File: config.mk
export PLATFORM = sky130hd
export DESIGN_NAME = tqvp_mac_sequencer
export DESIGN_NICKNAME = d
export VERILOG_FILES = /design/src/rtl/tqvp_mac_sequencer.sv
export SDC_FILE = /design/constraint.sdc
export NUM_CORES = 1
export LEC_CHECK = 0
export BUFFER_PORTS_ARGS = -buffer_cell sky130_fd_sc_hd__buf_4
export CORE_UTILIZATION = 52
export DETAILED_ROUTE_END_ITERATION = 8
export PLACE_DENSITY = 0.73
export SYNTH_ARGS = -nofsm -noshare
export SYNTH_HDL_FRONTEND = slang
export SYNTH_SLANG_ARGS = --single-unit
File: constraint.sdc
create_clock -name clk -period 5 [get_ports clk]
set_input_delay 0.75 -clock clk [delete_from_list [all_inputs] [get_ports clk]]
set_output_delay 0.75 -clock clk [all_outputs]
set_load 0.01 [all_outputs]
File: src/rtl/tqvp_mac_sequencer.sv
// tqvp_mac_sequencer: TinyQV peripheral that buffers operand pairs in a small FIFO
// and streams a programmable number of them into an external MAC unit over a
// valid/ready handshake, then waits for the MAC to drain and raises an interrupt.
module tqvp_mac_sequencer #(
    parameter int FIFO_DEPTH = 8,
    parameter int OP_W       = 16,
    parameter int ACC_W      = 32,
    parameter int CNT_W      = 8
) (
    input  logic             clk,
    input  logic             rst_n,
    input  logic [5:0]       address,
    input  logic [31:0]      data_in,
    input  logic [1:0]       data_write_n,
    input  logic [1:0]       data_read_n,
    output logic [31:0]      data_out,
    output logic             data_ready,
    output logic             user_interrupt,
    output logic [OP_W-1:0]  mac_a,
    output logic [OP_W-1:0]  mac_b,
    output logic             mac_valid,
    input  logic             mac_ready,
    output logic             mac_clear,
    input  logic             mac_idle,
    input  logic [ACC_W-1:0] mac_acc
);
    localparam int PTR_W = $clog2(FIFO_DEPTH);
    localparam int LVL_W = PTR_W + 1;
    localparam logic [LVL_W-1:0] LVL_FULL = LVL_W'(FIFO_DEPTH);

    typedef enum logic [2:0] {
        ST_IDLE,
        ST_CLEAR,
        ST_RUN,
        ST_DRAIN,
        ST_DONE
    } state_t;

    state_t           state_reg;
    logic [CNT_W-1:0] len_reg;
    logic [CNT_W-1:0] remaining_reg;
    logic             done_irq_reg;
    logic             overflow_reg;

    // Operand pair storage, {B, A}; the head is read asynchronously so the MAC
    // always sees the current pair without a read-latency bubble.
    logic [2*OP_W-1:0] fifo_mem [FIFO_DEPTH];
    logic [PTR_W-1:0]  wr_ptr_reg;
    logic [PTR_W-1:0]  rd_ptr_reg;
    logic [LVL_W-1:0]  level_reg;

    logic        wr_any;
    logic        wr_ctrl;
    logic        start_cmd;
    logic        abort_cmd;
    logic        irq_clr_cmd;
    logic        push_req;
    logic        wr_len;
    logic        fifo_empty;
    logic        fifo_full;
    logic        pop;
    logic        push_ok;
    logic        busy;
    logic [31:0] status_word;
    logic        unused_ok;

    // Register write decode. ABORT overrides START when both arrive together.
    assign wr_any      = (data_write_n != 2'b11);
    assign wr_ctrl     = wr_any && (address == 6'h00);
    assign abort_cmd   = wr_ctrl && data_in[3];
    assign start_cmd   = wr_ctrl && data_in[0] && !data_in[3];
    assign irq_clr_cmd = wr_ctrl && data_in[2];
    assign push_req    = (data_write_n == 2'b10) && (address == 6'h04);
    assign wr_len      = wr_any && (address == 6'h08);

    assign fifo_empty = (level_reg == '0);
    assign fifo_full  = (level_reg == LVL_FULL);
    assign busy       = (state_reg != ST_IDLE);

    // A full FIFO still takes a push when the head is leaving in the same cycle.
    assign mac_valid = (state_reg == ST_RUN) && !fifo_empty && (remaining_reg != '0);
    assign pop       = mac_valid && mac_ready;
    assign push_ok   = push_req && (!fifo_full || pop);

    assign mac_a          = fifo_mem[rd_ptr_reg][OP_W-1:0];
    assign mac_b          = fifo_mem[rd_ptr_reg][2*OP_W-1:OP_W];
    assign mac_clear      = (state_reg == ST_CLEAR);
    assign user_interrupt = done_irq_reg;
    assign data_ready     = 1'b1;
    assign unused_ok      = ^data_read_n;

    // FIFO storage write; contents need no reset since the level qualifies them.
    always_ff @(posedge clk) begin
        if (push_ok) begin
            fifo_mem[wr_ptr_reg] <= {data_in[16 +: OP_W], data_in[OP_W-1:0]};
        end
    end

    // FIFO pointers and fill level; ABORT flushes everything.
    always_ff @(posedge clk or negedge rst_n) begin
        if (!rst_n) begin
            wr_ptr_reg <= '0;
            rd_ptr_reg <= '0;
            level_reg  <= '0;
        end else if (abort_cmd) begin
            wr_ptr_reg <= '0;
            rd_ptr_reg <= '0;
            level_reg  <= '0;
        end else begin
            if (push_ok) wr_ptr_reg <= wr_ptr_reg + PTR_W'(1);
            if (pop)     rd_ptr_reg <= rd_ptr_reg + PTR_W'(1);
            if (push_ok && !pop)      level_reg <= level_reg + LVL_W'(1);
            else if (pop && !push_ok) level_reg <= level_reg - LVL_W'(1);
        end
    end

    // Job length register and sticky overflow flag (a drop beats a clear).
    always_ff @(posedge clk or negedge rst_n) begin
        if (!rst_n) begin
            len_reg      <= '0;
            overflow_reg <= 1'b0;
        end else begin
            if (wr_len) len_reg <= data_in[CNT_W-1:0];
            if (push_req && fifo_full && !pop) overflow_reg <= 1'b1;
            else if (irq_clr_cmd)              overflow_reg <= 1'b0;
        end
    end

    // Job sequencing FSM with the remaining-pair counter and done interrupt.
    always_ff @(posedge clk or negedge rst_n) begin
        if (!rst_n) begin
            state_reg     <= ST_IDLE;
            remaining_reg <= '0;
            done_irq_reg  <= 1'b0;
        end else begin
            if (state_reg == ST_DONE && !abort_cmd) done_irq_reg <= 1'b1;
            else if (irq_clr_cmd)                   done_irq_reg <= 1'b0;

            if (abort_cmd) begin
                state_reg     <= ST_IDLE;
                remaining_reg <= '0;
            end else begin
                case (state_reg)
                    ST_IDLE: begin
                        if (start_cmd) begin
                            remaining_reg <= len_reg;
                            state_reg     <= data_in[1] ? ST_CLEAR : ST_RUN;
                        end
                    end
                    ST_CLEAR: state_reg <= ST_RUN;
                    ST_RUN: begin
                        if (remaining_reg == '0) state_reg <= ST_DRAIN;
                        else if (pop)            remaining_reg <= remaining_reg - CNT_W'(1);
                    end
                    ST_DRAIN: if (mac_idle) state_reg <= ST_DONE;
                    ST_DONE:  state_reg <= ST_IDLE;
                    default:  state_reg <= ST_IDLE;
                endcase
            end
        end
    end

    // STATUS word assembly.
    always_comb begin
        status_word                  = '0;
        status_word[0]               = busy;
        status_word[1]               = done_irq_reg;
        status_word[2]               = fifo_empty;
        status_word[3]               = fifo_full;
        status_word[4]               = overflow_reg;
        status_word[8 +: LVL_W]      = level_reg;
        status_word[24 +: CNT_W]     = remaining_reg;
    end

    // Combinational read mux; unmapped and write-only addresses read zero.
    always_comb begin
        data_out = '0;
        case (address)
            6'h08:   data_out[CNT_W-1:0] = len_reg;
            6'h0C:   data_out = status_word;
            6'h10:   data_out = 32'(mac_acc);
            default: data_out = '0;
        endcase
    end
endmodule

# After elaboration in Yosys (flattened, before gate mapping)
# Memory sizes are Yosys's and may differ from the RTL's.
# Cells that the tools add are included.
# word_totals
n_memories,1
latch_bits,0
inputBits,78
ff_bits,31
rom_bits,0
word_cells,92
out_inout_bits,68
ram_bits,256
# mem_list
memory,depth,word_bits,read_ports,rd_clocked_by_memory_dff,wr,line,rtl
fifo_mem,8,32,1,0,1,47,logic [2*OP_W-1:0] fifo_mem [FIFO_DEPTH];
# classes
eq_ne,16
addsub,5
shifts,0
n_reduce_logical,37
n_mul,0
bitwise_logic,0
mux,25
order_cmp,0
n_div,0
# ops
operator,count
24-bit case mux with 2 select lines,1
8-bit 2-to-1 mux,4
3-bit 2-to-1 mux,8
8-bit case mux with 3 select lines,1
1-bit logical AND,16
8-bit case mux with 2 select lines,1
"6-bit by 4-bit equality test with 1-bit output, second input constant",2
4-bit 2-to-1 mux,3
"3-bit inequality test, second input constant",4
3-bit case mux with 4 select lines,1
3-bit nonzero test,3
8-bit logical NOT,1
2-bit nonzero test,4
8-bit nonzero test,1
"8-bit by 1-bit subtractor with 8-bit output, second input constant",1
"3-bit by 1-bit adder with 3-bit output, second input constant",2
"3-bit by 2-bit equality test with 1-bit output, second input constant",2
"6-bit by 3-bit equality test with 1-bit output, second input constant",1
"6-bit by 5-bit equality test with 1-bit output, second input constant",1
1-bit logical NOT,6
6-bit logical NOT,1
1-bit 2-to-1 mux,5
"4-bit by 1-bit adder with 4-bit output, second input constant",1
"4-bit equality test, second input constant",1
12 further kinds,12

# Longest topological paths before layout
# logic_depth
ltp_word,12
mapped_depth,11
ltp_nobuf,11

# Worst setup path after synthesis
# Ideal clock, no wire load.
# synth_path
path_kind,input to register
startpoint,in address[5]
endpoint,mem fifo_mem[0][0] in the netlist's numbering (enable)
required_ns,4.539
setup_ns,0.461
path_slack_ns,0.517
cell_stages,4
path_buffers,0
t_arrival_ns,4.022
cell_sequence,nor4_1 -> nand2_1 -> or3_4 -> nor3_1
# synth_between
elab_chain_len,5
# synth_rtl
element,line,rtl
start: declaration,12,"input logic [5:0] address,"
6-bit by 3-bit equality test with 1-bit output,73,assign push_req = (data_write_n == 2'b10) && (address == 6'h04);
1-bit logical AND,73,
1-bit logical AND,83,assign push_ok = push_req && (!fifo_full || pop);
1-bit 2-to-1 mux,94,if (push_ok) begin
1-bit 2-to-1 mux (implied by the code),95,"fifo_mem[wr_ptr_reg] <= {data_in[16 +: OP_W], data_in[OP_W-1:0]};"
end: declaration,47,
# Every way passes these cells.

# Worst setup path in the final report
# layout_path
startpoint,in address[3]
endpoint,out data_out[1]
# layout_between
elab_chain_len,2
elab_cells_between_ends,4
cone_classes,3 x eq/ne; 1 x mux
# layout_rtl
element,line,rtl
6-bit by 5-bit equality test with 1-bit output / 6-bit by 4-bit equality test with 1-bit output (equally long branches),178,case (address)
8-bit case mux with 3 select lines (*),178,
end: declaration,16,"output logic [31:0] data_out,"
# Mark *: on every way between the ends. The rest lies on a longest branch, timed or not.

==> reports/qor.txt <==
Seq pwr share -> 44.5%
CORE AREA -> 22,030 µm²
Worst Setup Start Kind -> input port
Synth Register Bits -> 287
Fin crit share -> 73.92%
Net Switching -> 1.822 mW
Placed inst area -> 13,240 µm²
Dpl hpwl -> 14,530 µm
Post-Synthesis Net Count -> 708
Final net count -> 861
Setup-failing EPs final -> 0
Slew HR -> 29.55%
Largest net degree at the start of global routing -> 41
Finished Cell Area -> 14,120 µm²
Crit path kind -> input port to output port
Most frequent cells in the layout -> 256 x edfxtp_1, 154 x buf_4, 64 x mux4_2
# clock sinks -> 287
ANT nets after route -> 0
Crit Path Max Fanout -> 32
Antenna violations before repair -> 0
Number of flip-flops in the largest register -> 256
Final hold vios -> 0
Gr usage total -> 21.18%
Worst R2R End -> fifo_mem[2][18]
Synth Flop Type -> edfxtp_1
Max-slew violations -> 0
CTS max path bufs -> 3
Post-synth ARST share -> 10.80%
Share of the yosys chip area belonging to registers -> 71.77%
Initial Util -> 53.53%
Internal power -> 4.840 mW
Static Leakage -> 4.987 nW
Site Rows -> 54
Routed len/inst -> 22.46 µm
Hold WC Path Type -> input port to async pin
H-tree levels -> 1
Switching part of the total -> 27.35%
Clock power share -> 30.1%
Combinational power share -> 25.4%
Cells after Synth -> 623
# Max-Cap Violations -> 0
Worst-Margin Slew -> 1.054 ns
Setup TNS -> 0 ns
Placer congestion estimate -> 0.8101
Total congestion overflow -> 0
Post-synth EDFFs -> 256
# Post-CTS Setup Buffers -> 0
Post-CTS sizing -> 0
Max Freq -> 270.6 MHz
Later-pin clock latency in the skew report -> 0.53 ns
Post-Syn Area -> 11,790 µm²
Vias in the first global route -> 6,756
RSZ-0062 raised after global routing -> no
Status -> finished with violations
Drt total wl -> 24,210 µm
Commonest non-fill, non-tap cell in the layout -> edfxtp_1
Pwr dens -> 471.8 nW/µm²
RR Startpoint -> state_reg[1]
# hold bufs at CTS -> 0
Max VDD drop -> 217.6 µV
First-pass GRT wire length -> 37,740 µm
Worst Reg-to-Reg Cells -> 7
Root buffer cell -> clkbuf_16
Diodes inserted -> 0
Placed Cells -> 1,026
Failing checks -> DRC
Die Y -> 152.6 µm
Setup slack, reg-to-reg -> 1.79 ns
I/O pin count -> 146
Number of port buffers -> 142
Syn-to-layout area delta -> 19.76%
Die area -> 23,280 µm²
Synth cell types -> 60
Remaining DRCs -> 6
Num CTS Buffers -> 28
Non-filler cells, final -> 1,078
CP endpoint kind -> output port
Layout cells sized above 1 -> 39.97%
Minimum clock period -> 3.696 ns
Min Hold Slack -> 0.1477 ns
Critical path data required time -> 4.25 ns
Initial DRT Pass Iterations -> 9
Clk pin slew, worst setup/hold paths -> 0.06 ns
DR iter-0 viols -> 494
Die W -> 152.6 µm
Crit path DAT -> 2.95 ns
Total number of yosys warnings -> 0
Final Skew -> 0.01294 ns
Mean Syn Cell Area -> 18.93 µm²
Fin util -> 64.11%
DR vias -> 6,505
CTS tree -> yes
Vias per cell -> 6.034
routing by layer:
layer | global-route usage (%) | share of wire, % | wire length (µm)
met1 | 28.12 | 41 | 9854
met2 | 36.94 | 51 | 12350
met3 | 3.584 | 7.1 | 1716
met4 | 4.473 | 1.2 | 292
met5 | 0 | 0 | 0
Yosys cell counts, types with 7 or more instances:
cell type	number	area, µm²
o21ai_0	11	55.05
and2_1	15	93.84
a22o_1	15	131.4
nand2_1	22	82.58
a21oi_1	9	45.04
edfxtp_1	256	7687
mux4_2	64	1441
nor3_1	7	35.03
mux2_2	40	450.4
nor2_1	15	56.30
clkbuf_1	19	71.32
dfrtp_1	31	775.7
nand3_1	13	65.06
buf_2	7	35.03
inv_1	14	52.55
worst max path at each step:
stage,to,start
after floorplan,fifo_mem[0][0],address[5]
after global placement,data_out[3],address[3]
after detailed placement,data_out[1],address[3]
after CTS,mac_a[2],rd_ptr_reg[0]
after global routing,data_out[1],address[3]
final,data_out[1],address[3]
cells by family (layout without fill, tap and decap cells):
family / after synthesis / count (layout) / share of synthesized area, %
AOI/OAI and AO/OA: 71 / 71 / 4.648
xor gates and xnor gates: 3 / 3 / 0.2229
adders and majority gates: 7 / 7 / 0.8064
buffers and inverters: 47 / 222 / 1.740
DFF: 287 / 287 / 71.77
muxes: 104 / 104 / 16.04
other: 1 / 1 / 0.03180
and+or+nand+nor: 103 / 103 / 4.733
power by group through the flow:
stage / Sequential [mW] / Clock (mW) / Combinational (mW)
after floorplan: 2.80 / 0 / 1.31
after global placement: 3.00 / 0 / 1.65
after detailed placement: 3.01 / 0 / 1.70
after CTS: 2.96 / 2.04 / 1.71
after global routing: 2.99 / 2.14 / 1.84
final: 2.96 / 2.01 / 1.70
through the flow:
step / worst slack, ns / power (mW)
3_5_place_dp: 1.332 / 4.709
4_1_cts: 1.271 / 6.718
3_3_place_gp: 1.501 / 4.655
2_1_floorplan: 0.5174 / 4.105
6_report: 1.304 / 6.662
5_1_grt: 1.142 / 6.960
worst max-delay path, stage by stage:
cell and delay (ns):
buf_4 0.12, nor4_1 0.68, and3b_1 0.89, a222oi_1 0.27, inv_1 0.11, buf_4 0.12
final cells by class:
type                       count  area [µm²]
sequential                   287        8469
clock buffer                  44       822.0
inverter                      15       61.31
fill                        1488        7905
clock inverter                 8       63.81
tap                          280       350.3
multi-input combinational    289        3178
timing repair buffer         155        1176
No activity file was read; power rests on OpenSTA's default activity.
